==> src/rtl/fft_twiddle_pkg.sv <==
// rtl/fft_twiddle_pkg.sv - shared types and exponent helper for the twiddle sequencer
package fft_twiddle_pkg;

   localparam int TW_W       = 16;
   localparam int ROM_ADDR_W = 16;
   localparam int STAGE_W    = 4;

   typedef enum logic [1:0] {
      ST_IDLE,
      ST_ISSUE,
      ST_DRAIN
   } state_e;

   typedef struct packed {
      logic [TW_W-1:0] cos_v;
      logic [TW_W-1:0] sin_v;
   } tw_word_t;

   typedef struct packed {
      logic               last;
      logic [STAGE_W-1:0] stage;
      tw_word_t           data;
   } tw_entry_t;

   // Butterfly j of stage s uses exponent (j mod 2^s) scaled to the 2^max_log2 circle.
   function automatic logic [ROM_ADDR_W-1:0] twiddle_exp(
      input logic [ROM_ADDR_W-1:0] j,
      input logic [STAGE_W-1:0]    s,
      input logic [STAGE_W-1:0]    max_log2
   );
      logic [ROM_ADDR_W-1:0] mask;
      mask = (ROM_ADDR_W'(1) << s) - ROM_ADDR_W'(1);
      return (j & mask) << (max_log2 - STAGE_W'(1) - s);
   endfunction

endpackage

==> src/rtl/twiddle_addr_gen_fifo.sv <==
// rtl/twiddle_addr_gen_fifo.sv - output FIFO holding tagged twiddle replies
module twiddle_fifo
   import fft_twiddle_pkg::*;
#(
   parameter int  DEPTH   = 4,
   parameter type entry_t = tw_entry_t
) (
   input  logic                         clk_i,
   input  logic                         reset_n_i,
   input  logic                         push_i,
   input  entry_t                       push_data_i,
   input  logic                         pop_i,
   output entry_t                       head_o,
   output logic                         head_valid_o,
   output logic [$clog2(DEPTH+1)-1:0]   count_o
);

   localparam int PTR_W = $clog2(DEPTH);
   localparam int CNT_W = $clog2(DEPTH + 1);

   entry_t           mem_q [DEPTH];
   logic [PTR_W-1:0] wr_q, rd_q;
   logic [CNT_W-1:0] count_q, count_d;
   logic             pop;

   function automatic logic [PTR_W-1:0] ptr_inc(input logic [PTR_W-1:0] p);
      return (p == PTR_W'(DEPTH - 1)) ? '0 : p + PTR_W'(1);
   endfunction

   assign head_valid_o = (count_q != '0);
   assign pop          = head_valid_o && pop_i;
   assign head_o       = head_valid_o ? mem_q[rd_q] : '0;
   assign count_o      = count_q;

   always_comb begin
      count_d = count_q;
      if (push_i && !pop) begin
         count_d = count_q + CNT_W'(1);
      end else if (!push_i && pop) begin
         count_d = count_q - CNT_W'(1);
      end
   end

   always_ff @(posedge clk_i or negedge reset_n_i) begin
      if (!reset_n_i) begin
         wr_q    <= '0;
         rd_q    <= '0;
         count_q <= '0;
      end else begin
         count_q <= count_d;
         if (push_i) wr_q <= ptr_inc(wr_q);
         if (pop)    rd_q <= ptr_inc(rd_q);
      end
   end

   always_ff @(posedge clk_i) begin
      if (push_i) mem_q[wr_q] <= push_data_i;
   end

   no_overflow_a: assert property (@(posedge clk_i) disable iff (!reset_n_i)
      !(push_i && !pop && (count_q == CNT_W'(DEPTH))));

endmodule

==> src/rtl/twiddle_addr_gen.sv <==
// rtl/twiddle_addr_gen.sv - walks (stage, butterfly) pairs, issues ROM exponents on free credits
module twiddle_addr_gen
   import fft_twiddle_pkg::*;
#(
   parameter int TWIDDLE_WIDTH       = TW_W,
   parameter int MAX_FFT_LENGTH_LOG2 = 12,
   parameter int FIFO_DEPTH          = 4
) (
   input  logic                       clk_i,
   input  logic                       reset_n_i,
   input  logic                       start_i,
   input  logic [3:0]                 fft_length_log2_i,
   output logic                       busy_o,
   output logic                       done_o,
   output logic                       err_o,
   output logic [ROM_ADDR_W-1:0]      rom_addr_o,
   output logic                       rom_addr_valid_o,
   input  logic [2*TWIDDLE_WIDTH-1:0] rom_data_i,
   input  logic                       rom_data_valid_i,
   output logic [2*TWIDDLE_WIDTH-1:0] tw_data_o,
   output logic [STAGE_W-1:0]         tw_stage_o,
   output logic                       tw_last_o,
   output logic                       tw_valid_o,
   input  logic                       tw_ready_i
);

   localparam int                 CNT_W = $clog2(FIFO_DEPTH + 1);
   localparam logic [STAGE_W-1:0] MAX_L = STAGE_W'(MAX_FFT_LENGTH_LOG2);

   state_e                state_q, state_d;
   logic [STAGE_W-1:0]    l_q, s_q, tag_stage_q;
   logic [ROM_ADDR_W-1:0] j_q, j_last;
   logic                  inflight_q, tag_valid_q, tag_last_q, done_q, err_q;
   logic [CNT_W-1:0]      fifo_count;
   logic                  legal_l, start_ok, issue, issue_last, pop, last_hs, push;
   logic                  head_valid;
   tw_entry_t             push_entry, head;

   assign legal_l    = (fft_length_log2_i != '0) && (fft_length_log2_i <= MAX_L);
   assign start_ok   = start_i && (state_q == ST_IDLE) && legal_l;
   assign j_last     = (ROM_ADDR_W'(1) << (l_q - STAGE_W'(1))) - ROM_ADDR_W'(1);
   // Credits cover both buffered entries and the reply still in flight from the ROM.
   assign issue      = (state_q == ST_ISSUE) &&
                       ((int'(fifo_count) + int'(inflight_q)) < FIFO_DEPTH);
   assign issue_last = issue && (j_q == j_last) && (s_q == l_q - STAGE_W'(1));
   assign push       = rom_data_valid_i && tag_valid_q;
   assign pop        = head_valid && tw_ready_i;
   assign last_hs    = pop && head.last;

   always_ff @(posedge clk_i or negedge reset_n_i) begin
      if (!reset_n_i) state_q <= ST_IDLE;
      else            state_q <= state_d;
   end

   always_comb begin
      state_d = state_q;
      case (state_q)
         ST_IDLE:  if (start_ok)   state_d = ST_ISSUE;
         ST_ISSUE: if (issue_last) state_d = ST_DRAIN;
         ST_DRAIN: if (last_hs)    state_d = ST_IDLE;
         default:                  state_d = ST_IDLE;
      endcase
   end

   always_comb begin
      busy_o           = (state_q != ST_IDLE);
      rom_addr_valid_o = issue;
      rom_addr_o       = issue ? twiddle_exp(j_q, s_q, MAX_L) : '0;
   end

   always_ff @(posedge clk_i or negedge reset_n_i) begin
      if (!reset_n_i) begin
         l_q <= '0;
         s_q <= '0;
         j_q <= '0;
      end else if (start_ok) begin
         l_q <= fft_length_log2_i;
         s_q <= '0;
         j_q <= '0;
      end else if (issue) begin
         if (j_q == j_last) begin
            j_q <= '0;
            s_q <= s_q + STAGE_W'(1);
         end else begin
            j_q <= j_q + ROM_ADDR_W'(1);
         end
      end
   end

   always_ff @(posedge clk_i or negedge reset_n_i) begin
      if (!reset_n_i) begin
         inflight_q  <= 1'b0;
         tag_valid_q <= 1'b0;
         tag_stage_q <= '0;
         tag_last_q  <= 1'b0;
         done_q      <= 1'b0;
         err_q       <= 1'b0;
      end else begin
         inflight_q <= issue;
         if (issue) begin
            tag_valid_q <= 1'b1;
            tag_stage_q <= s_q;
            tag_last_q  <= issue_last;
         end else if (rom_data_valid_i) begin
            tag_valid_q <= 1'b0;
         end
         done_q <= (state_q == ST_DRAIN) && last_hs;
         err_q  <= start_i && (state_q == ST_IDLE) && !legal_l;
      end
   end

   always_comb begin
      push_entry       = '0;
      push_entry.last  = tag_last_q;
      push_entry.stage = tag_stage_q;
      push_entry.data  = tw_word_t'(rom_data_i);
   end

   twiddle_fifo #(
      .DEPTH   (FIFO_DEPTH),
      .entry_t (tw_entry_t)
   ) u_fifo (
      .clk_i        (clk_i),
      .reset_n_i    (reset_n_i),
      .push_i       (push),
      .push_data_i  (push_entry),
      .pop_i        (tw_ready_i),
      .head_o       (head),
      .head_valid_o (head_valid),
      .count_o      (fifo_count)
   );

   assign done_o     = done_q;
   assign err_o      = err_q;
   assign tw_valid_o = head_valid;
   assign tw_data_o  = head.data;
   assign tw_stage_o = head.stage;
   assign tw_last_o  = head.last;

endmodule
==> config.mk <==
export PLATFORM = sky130hd
export DESIGN_NAME = twiddle_addr_gen
export DESIGN_NICKNAME = d
export VERILOG_FILES = /design/src/rtl/fft_twiddle_pkg.sv /design/src/rtl/twiddle_addr_gen_fifo.sv /design/src/rtl/twiddle_addr_gen.sv
export SDC_FILE = /design/constraint.sdc
export NUM_CORES = 1
export LEC_CHECK = 0
export CORE_MARGIN = 1.5
export CORE_UTILIZATION = 34
export CTS_CLUSTER_DIAMETER = 200
export CTS_CLUSTER_SIZE = 28
export DETAILED_ROUTE_END_ITERATION = 7
export SYNTH_ARGS = -nofsm -noshare
export SYNTH_HDL_FRONTEND = slang
export SYNTH_SLANG_ARGS = --single-unit
==> constraint.sdc <==
create_clock -name clk_i -period 9.4 [get_ports clk_i]
set_clock_uncertainty 0.1 [all_clocks]
set_input_delay 1.41 -clock clk_i [delete_from_list [all_inputs] [get_ports clk_i]]
set_output_delay 1.41 -clock clk_i [all_outputs]
set_load 0.02 [all_outputs]
==> results of run 1 <==
[per-layer routing]
layer / track usage / share of wire / vias up / wire [um]
met1: 0.221 / 0.46 / 3519 / 11200
li1: - / - / 3259 / -
met5: 0 / 0 / - / 0
met4: 0.0502 / 0.016 / 0 / 384
met2: 0.261 / 0.48 / 207 / 11600
met3: 0.0262 / 0.048 / 31 / 1160
[flip-flops by register name, summed over array words and instances, names as in the netlist]
register / count
u_fifo.mem_q: 148
j_q: 16
l_q: 4
s_q: 4
tag_stage_q: 4
u_fifo.count_o: 3
state_q: 2
u_fifo.rd_q: 2
u_fifo.wr_q: 2
done_o: 1
err_o: 1
inflight_q: 1
tag_last_q: 1
tag_valid_q: 1
[per-stage QoR]
stage | setup WS, ps | instances
floorplan | 4090 | 828
global placement | 3470 | 1256
detailed placement | 3440 | 1256
CTS | 2960 | 1288
global route | 2470 | 1288
finish | 2920 | 1288
[synthesized netlist by cell type, drive strengths merged (7+ instances only)]
| cell type | instances | area, um2 |
|---|---|---|
| a211oi | 14 | 118 |
| a21oi | 20 | 100 |
| a31oi | 14 | 87.6 |
| and2 | 44 | 275 |
| buf | 16 | 86.3 |
| clkbuf | 45 | 169 |
| dfrtp | 42 | 1050 |
| edfxtp | 148 | 4440 |
| ha | 20 | 250 |
| inv | 25 | 93.8 |
| mux2i | 17 | 170 |
| mux4 | 39 | 878 |
| nand2 | 59 | 221 |
| nand3 | 24 | 120 |
| nand4 | 10 | 62.6 |
| nor2 | 58 | 218 |
| nor2b | 10 | 62.6 |
| nor3 | 14 | 70.1 |
| o211ai | 7 | 52.6 |
| o21ai | 38 | 190 |
| or2 | 7 | 43.8 |
| or3 | 11 | 73.8 |
| xnor2 | 15 | 131 |
| xor2 | 20 | 175 |
[logic make-up (layout without fill, tap and decap cells)]
kind of cell	after synthesis	after routing
AO/OA/AOI/OAI	152	152
XOR/XNOR	35	35
multiplexers	62	62
AND/OR/NAND/NOR	280	280
flip-flops	190	190
adder cells (fa/ha/maj)	21	21
buffers and inverters	88	164
[critical path: cells and delay by family, from the launching register on]
kind	cells	cell delay, ps
flops	1	890
fa+ha+maj	1	490
simple gates	3	750
buf+inv	2	1110
compound gates	6	1280
[final cells by class]
class / instances / area (um2) / area share
well taps: 384 / 480 / 0.0401
inverters: 27 / 101 / 0.00846
clock buffers: 17 / 425 / 0.0355
multi-input cells: 550 / 4260 / 0.355
repair buffers: 105 / 1030 / 0.0859
clock inverters: 15 / 189 / 0.0158
flip-flops and latches: 190 / 5500 / 0.459
[final timing paths]
| check | startpoint | to | slack (ps) | cells after the start |
|---|---|---|---|---|
| max in group asynchronous | reset_n_i | u_fifo.rd_q[0] | 7840 | 2 |
| worst max register to register | l_q[0] | s_q[0] | 4130 | 14 |
| worst min register to register | u_fifo.count_o[2] | u_fifo.count_o[2] | 390 | 1 |
| worst min-delay path | u_fifo.count_o[2] | u_fifo.count_o[2] | 390 | 1 |
| worst max-delay path | s_q[1] | rom_addr_o[15] | 2920 | 12 |
| min in group asynchronous | reset_n_i | j_q[10] | 930 | 2 |
[power by group through the flow]
stage / sequential [uW] / clock, uW / combinational [uW]
floorplan: 1130 / 0 / 743
global placement: 1200 / 0 / 1150
detailed placement: 1210 / 0 / 1150
CTS: 1190 / 751 / 1150
global route: 1210 / 788 / 1230
finish: 1190 / 738 / 1140
==> qor.txt, run 1 <==
Final Cell Area -> 12000 um2
critical path startpoint category -> register
fraction of registers with async set/reset -> 0.221
Hold Violations, Final -> 0
max-cap violations -> 0
power share of the clock group -> 0.241
number of vias per cell -> 5.45
HPWL Detailed -> 15.9 mm
Synth Area in Simple Gates -> 0.150
commonest non-fill, non-tap cell in the layout -> edfxtp_1
Slew headroom -> 0.310
CTS tree -> built
per-cell routed wire length -> 18.9 um
number of remaining DRC errors -> 0
area grow syn2layout -> 18.6%
kind of critical path -> reg -> out
Post-DP Area -> 11400 um2
Longest Clk Path Bufs -> 2
CP max-delay cell -> dfrtp_1
syn_nets -> 890
worst-path cell chain -> inv_1 -> ha_1 -> or2_2 -> o221ai_1 -> nand3_1 -> a2111oi_0 -> o21a_1 -> a211oi_1 -> a21oi_1 -> o22ai_1 -> nor3_1 -> clkdlybuf4s50_1
Crit Path Max Fanout -> 27
unrepaired setup endpoints after global routing -> no
vias in the first global route -> 6857
fin crit share -> 0.690
cell area after synthesis -> 10100 um2
CTS Root Buffer Type -> clkbuf_16
Sw Pwr -> 1050 uW
DRT antenna net count -> 0
Yosys Warn Count -> 0
Main synth FF type -> edfxtp_1
num ports -> 99
status -> finished, final reports clean
drt total wl -> 24.4 mm
Comb power frac -> 0.371
Reg clk slew, reported paths -> 80 ps
switch share -> 0.343
post-synthesis compound-gate area fraction -> 0.103
Power Total -> 3060 uW
Setup crit end kind -> primary output
cts hold-fix bufs -> 0
commonest non-fill, non-tap cells in the layout -> edfxtp_1 (148), clkdlybuf4s50_1 (97), nand2_1 (59), nor2_1 (58), and2_1 (44)
Skew-Pair Late Insertion Delay -> 440 ps
Clock Sinks -> 190
Iter 0 DRT Violations -> 671
Adder-Cell Fraction of Synth Area -> 0.0267
Lkg Pwr -> 0.00415 uW
die height -> 175 um
setup tns final -> 0 ps
Peak VDD IR -> 0.000184 V
Final Max Slew Viols -> 0
Starting Density -> 0.348
H-Tree Depth -> 4
sequential share of power -> 0.388
Power Internal -> 2010 uW
largest family of logic cells by synthesized area -> simple AND/OR/NAND/NOR gates
routability cong. -> 0.896
total grt overflow -> 0
nets@finish -> 953
Post-CTS Setup Inserts -> 0
die width -> 175 um
pin count of the biggest net entering global routing -> 43
Worst Hold Slack -> 385 ps
number of synthesized register bits -> 190
PortBufs -> 98
share of layout cells above drive strength 1 -> 0.118
Die ar. -> 30800 um2
sequential area share after synthesis -> 0.544
Antenna diodes -> 0
highest clock rate -> 154 MHz
syn avg cell area -> 12.2 um2
Post-Synthesis Cells -> 828
cts repair resizes -> 0
Worst Path Required -> 7890 ps
min Tclk post-route -> 6480 ps
maximum single-stage delay on the critical path -> 890 ps
crit path DAT -> 4970 ps
Pwr Density -> 256 nW/um2
first-pass GRT wire length -> 38.4 mm
Pre-antenna DRT Iters -> 6
Hold Crit Class -> reg -> reg
post-synthesis mux area share -> 0.110
utilization after layout -> 0.413
Post-Synth XOR/XNOR Area -> 0.0303
FILL cells -> 2746
Tightest Pin Transition -> 1030 ps
Via Count -> 7016
Total GRT Usage -> 0.161
Final setup viols -> 0
EDFF count, synth -> 148
initial antenna violation count -> 0
TritonCTS Buffers -> 17
core area -> 29000 um2
post-synthesis cell type count -> 74
row count -> 62
Note: power is estimated with default switching activity, not from simulation.
==> inputs of run 2 (changes only) <==
- clock period: 9.4 -> 6.6 ns (I/O delays scaled with it)
==> qor.txt, run 2 (synthesized netlist as in run 1, its figures left out) <==
Tightest Pin Transition -> 1040 ps (+4.16 ps)
Clock Sinks -> 190 (unchanged)
TritonCTS Buffers -> 17 (unchanged)
row count -> 62 (unchanged)
area of the multi-input gates -> 4260 um2 (unchanged)
Post-CTS Setup Inserts -> 0 (unchanged)
first-pass GRT wire length -> 40.1 mm (+4.5%)
per-cell routed wire length -> 19.2 um (+1.7%)
Longest Clk Path Bufs -> 2 (unchanged)
pin count of the biggest net entering global routing -> 43 (unchanged)
share of layout cells above drive strength 1 -> 0.122 (+0.00388)
Hold Crit Class -> reg -> reg
HPWL Detailed -> 16.1 mm (+1.4%)
drt total wl -> 24.9 mm (+2.0%)
min Tclk post-route -> 5930 ps
Reg with most FFs -> u_fifo.mem_q
vias in the first global route -> 7087 (+3.4%)
highest clock rate -> 169 MHz
register area -> 5500 um2 (unchanged)
critical path's top delay family -> buffers and inverters
Final Max Slew Viols -> 0 (unchanged)
Total GRT Usage -> 0.167 (+0.00648)
Slew headroom -> 0.307 (-0.00277)
core area -> 29000 um2 (unchanged)
Antenna diodes -> 0 (unchanged)
Die ar. -> 30800 um2 (unchanged)
worst-path cell chain -> inv_1 -> ha_1 -> nand2_1 -> ha_1 -> nor2b_1 -> mux2i_1 -> a21oi_1 -> nand2b_1 -> mux2i_1 -> mux2i_1 -> o31ai_1 -> nand3_1 -> o311ai_0 -> clkdlybuf4s50_1
Crit Path Max Fanout -> 21 (-22%)
CTS Root Buffer Type -> clkbuf_16
critical path startpoint category -> register
CP max-delay cell -> clkdlybuf4s50_1
Lkg Pwr -> 0.00416 uW (+0.43%)
number of remaining DRC errors -> 0 (unchanged)
CP bufs+invs -> 2 (unchanged)
Pre-antenna DRT Iters -> 5 (-1)
number of vias per cell -> 5.42 (-0.57%)
Post-DP Area -> 11400 um2 (+0.26%)
Pwr Density -> 362 nW/um2 (+42%)
cts hold-fix bufs -> 0 (unchanged)
FILL cells -> 2750 (+0.15%)
Hold Violations, Final -> 0 (unchanged)
commonest non-fill, non-tap cells in the layout -> edfxtp_1 (148), clkdlybuf4s50_1 (97), nand2_1 (59), nor2_1 (58), and2_1 (44)
status -> finished, final reports clean
num ports -> 99 (unchanged)
top flop regs -> u_fifo.mem_q x148, j_q x16
Peak VDD IR -> 0.000180 V (-1.8%)
initial antenna violation count -> 0 (unchanged)
total grt overflow -> 0 (unchanged)
most used cell, CP -> mux2i_1
unrepaired setup endpoints after global routing -> no
area grow syn2layout -> 18.9%
Via Count -> 6998 (-0.26%)
CTS tree -> built
Power Total -> 4350 uW (+42%)
Final Cell Area -> 12000 um2 (+0.25%)
max-cap violations -> 0 (unchanged)
Iter 0 DRT Violations -> 704 (+4.9%)
PortBufs -> 98 (unchanged)
cts repair resizes -> 0 (unchanged)
Worst Path Required -> 5510 ps (-2380 ps)
die width -> 175 um (unchanged)
Skew-Pair Late Insertion Delay -> 440 ps (about the same)
Reg clk slew, reported paths -> 70 ps (about the same)
die height -> 175 um (unchanged)
max reg flops -> 148 (unchanged)
commonest non-fill, non-tap cell in the layout -> edfxtp_1
crit path DAT -> 4840 ps (-130 ps)
kind of critical path -> reg -> out
routability cong. -> 0.883 (-1.5%)
H-Tree Depth -> 4 (unchanged)
Final setup viols -> 0 (unchanged)
Setup crit end kind -> primary output
nets@finish -> 957 (+0.42%)
fin crit share -> 0.898
DRT antenna net count -> 0 (unchanged)
setup tns final -> 0 ps (unchanged)
maximum single-stage delay on the critical path -> 670 ps (-220 ps)
Starting Density -> 0.348 (unchanged)
run 2: routing by layer:
layer | up-vias | global-route usage | routed length, um
li1 | 3253 | - | -
met1 | 3526 | 0.230 | 11700
met2 | 194 | 0.279 | 11900
met3 | 25 | 0.0225 | 986
met4 | 0 | 0.0434 | 283
met5 | - | 0 | 0
run 2: power by group:
group | switching, uW | internal, uW | leakage [uW]
clock network | 528 | 516 | 0.000295
registers | 168 | 1520 | 0.00183
logic | 820 | 794 | 0.00204
run 2: layout make-up:
class,count,area share
Clock buffer,17,0.0354
Multi-Input combinational cell,550,0.354
Timing Repair Buffer,109,0.0881
Sequential cell,190,0.458
Tap cell,384,0.0400
Clock inverter,15,0.0157
Inverter,27,0.00844
run 2: through the flow:
| stage | hold slack, ps | utilization | setup slack [ps] | cells |
|---|---|---|---|---|
| floorplan | 353 | - | 1710 | 828 |
| global placement | 386 | 0.393 | 1270 | 1260 |
| detailed placement | 387 | 0.393 | 1230 | 1260 |
| CTS | 400 | 0.414 | 751 | 1292 |
| global route | 426 | 0.414 | 298 | 1292 |
| finish | 390 | 0.414 | 671 | 1292 |
run 2: worst paths after layout:
check	start	endpoint	slack, ps	cells past startpoint
min	u_fifo.count_o[2]	u_fifo.count_o[2]	390	1
max in group asynchronous	reset_n_i	u_fifo.rd_q[0]	5450	2
min reg2reg	u_fifo.count_o[2]	u_fifo.count_o[2]	390	1
min in group asynchronous	reset_n_i	j_q[11]	530	2
max	s_q[0]	rom_addr_o[13]	670	14
max reg2reg	l_q[0]	s_q[0]	1250	14
run 2: worst reg2reg max path, cell delays in order, from the launching register on:
cell and delay [ps]:
dfrtp_1 560, inv_1 210, ha_1 570, nor2_1 220, a31o_2 320, nand2_1 110, ha_1 250, o31ai_1 180
a211oi_4 330, xor2_1 270, a221oi_1 160, or4_4 580, nor4_4 440, or2_0 720, o21ai_0 180
==> inputs of run 3 (changes only) <==
- CORE_MARGIN: 1.5 -> 4
==> qor.txt, run 3 (synthesized netlist as in run 1, its figures left out) <==
status -> finished, final reports clean
cts repair resizes -> 0 (unchanged)
first-pass GRT wire length -> 39.3 mm (-2.2%)
core area -> 29000 um2 (unchanged)
DRT antenna net count -> 0 (unchanged)
Longest Clk Path Bufs -> 2 (unchanged)
vias in the first global route -> 6905 (-2.6%)
TritonCTS Buffers -> 17 (unchanged)
Hold Crit Class -> reg -> reg
Tightest Pin Transition -> 1070 ps (+27.0 ps)
die width -> 180 um (+2.9%)
FF-to-FF path depth -> 14 (unchanged)
cts hold-fix bufs -> 0 (unchanged)
CTS tree -> built
Pre-antenna DRT Iters -> 5 (unchanged)
Final Max Slew Viols -> 0 (unchanged)
crit path DAT -> 4820 ps (-20 ps)
highest clock rate -> 169 MHz (+0.37%)
Power Total -> 4360 uW (+0.24%)
Comb power frac -> 0.366 (-0.005)
area grow syn2layout -> 19.0% (about the same)
Die ar. -> 32500 um2 (+5.8%)
nets@finish -> 957 (unchanged)
kind of critical path -> reg -> out
num ports -> 99 (unchanged)
Clock Sinks -> 190 (unchanged)
Crit Path Max Fanout -> 21 (unchanged)
initial antenna violation count -> 0 (unchanged)
drt total wl -> 24.7 mm (-0.76%)
row count -> 62 (unchanged)
Peak VDD IR -> 0.000222 V (+23%)
Total GRT Usage -> 0.150 (-0.0172)
top flop regs -> u_fifo.mem_q x148, j_q x16
Setup crit end kind -> primary output
Lkg Pwr -> 0.00417 uW (+0.10%)
share of layout cells above drive strength 1 -> 0.122 (unchanged)
total grt overflow -> 0 (unchanged)
commonest non-fill, non-tap cells in the layout -> edfxtp_1 (148), clkdlybuf4s50_1 (97), nand2_1 (59), nor2_1 (58), and2_1 (44)
unrepaired setup endpoints after global routing -> no
power share of the clock group -> 0.242 (+0.002)
H-Tree Depth -> 4 (unchanged)
commonest non-fill, non-tap cell in the layout -> edfxtp_1
flop-to-flop setup slack -> 1400 ps (+150 ps)
Via Count -> 6989 (-0.13%)
Reg clk slew, reported paths -> 80 ps (about the same)
Iter 0 DRT Violations -> 638 (-9.4%)
Hold Violations, Final -> 0 (unchanged)
per-cell routed wire length -> 19.1 um (-0.76%)
fin crit share -> 0.895 (-0.00329)
WHS Path Cells -> 1 (unchanged)
Starting Density -> 0.348 (unchanged)
CTS Root Buffer Type -> clkbuf_16
critical path startpoint category -> register
number of remaining DRC errors -> 0 (unchanged)
Power Internal -> 2840 uW (+0.27%)
switch share -> 0.348 (about the same)
Post-CTS Setup Inserts -> 0 (unchanged)
PortBufs -> 98 (unchanged)
die height -> 180 um (+2.9%)
Sw Pwr -> 1520 uW (+0.20%)
Antenna diodes -> 0 (unchanged)
routability cong. -> 0.896 (+1.5%)
Reg with most FFs -> u_fifo.mem_q
Slew headroom -> 0.289 (-0.0180)
sequential share of power -> 0.392 (+0.003)
max-cap violations -> 0 (unchanged)
Worst Path Required -> 5510 ps (about the same)
number of vias per cell -> 5.41 (-0.13%)
Skew-Pair Late Insertion Delay -> 420 ps (-20 ps)
Pwr Density -> 363 nW/um2 (+0.15%)
setup tns final -> 0 ps (unchanged)
HPWL Detailed -> 16.2 mm (+0.99%)
pin count of the biggest net entering global routing -> 43 (unchanged)
max reg flops -> 148 (unchanged)
min Tclk post-route -> 5910 ps (-21.7 ps)
Final setup viols -> 0 (unchanged)
[run 3: final cells by class]
cell class	count	area, um2
fillers	2725	17000
flip-flops and latches	190	5500
multi-input cells	550	4260
repair buffers	109	1060
well taps	384	480
clock buffers	17	425
clock inverters	15	200
inverters	27	101
[run 3: stage by stage]
stage / hold slack, ps / std cells / area [um2] / util / setup slack, ps
after detailed placement: 381 / 1260 / 11400 / 0.393 / 1220
after global placement: 373 / 1260 / 11400 / 0.393 / 1290
after CTS: 394 / 1292 / 12000 / 0.414 / 725
after floorplan: 353 / 828 / 10100 / - / 1710
after global routing: 401 / 1292 / 12000 / 0.414 / 199
final: 387 / 1292 / 12000 / 0.414 / 693
[run 3: path summary, 6_finish.rpt]
kind / from / end
min in group asynchronous: reset_n_i / j_q[11]
worst min register to register: state_q[0] / done_o
worst max-delay path: s_q[0] / rom_addr_o[10]
worst min-delay path: state_q[0] / done_o
worst max register to register: l_q[0] / s_q[0]
max in group asynchronous: reset_n_i / u_fifo.rd_q[0]
[run 3: critical path, cell delays in order, from the launching register on]
cell,delay (ps)
dfrtp_1,660
inv_1,480
ha_1,530
nand2_1,160
ha_1,320
nor2b_1,260
mux2i_1,210
a21oi_1,80
nand2b_1,160
mux2i_1,220
nor2_1,70
nor2_1,160
nand2_1,100
a211oi_1,300
clkdlybuf4s50_1,670
[run 3: metal layers]
metal | global-route usage | share of wire | vias to the layer above
met2 | 0.246 | 0.49 | 215
met5 | 0 | 0 | -
li1 | - | - | 3242
met3 | 0.0260 | 0.047 | 27
met4 | 0.0324 | 0.013 | 0
met1 | 0.210 | 0.45 | 3505
[run 3: power by group through the flow]
| stage | sequential, uW | combinational [uW] | clock (uW) |
|---|---|---|---|
| 2_1_floorplan | 1610 | 1060 | 0 |
| 4_1_cts | 1720 | 1620 | 1080 |
| 6_report | 1710 | 1600 | 1060 |
| 5_1_grt | 1740 | 1720 | 1140 |
| 3_3_place_gp | 1740 | 1610 | 0 |
| 3_5_place_dp | 1740 | 1620 | 0 |
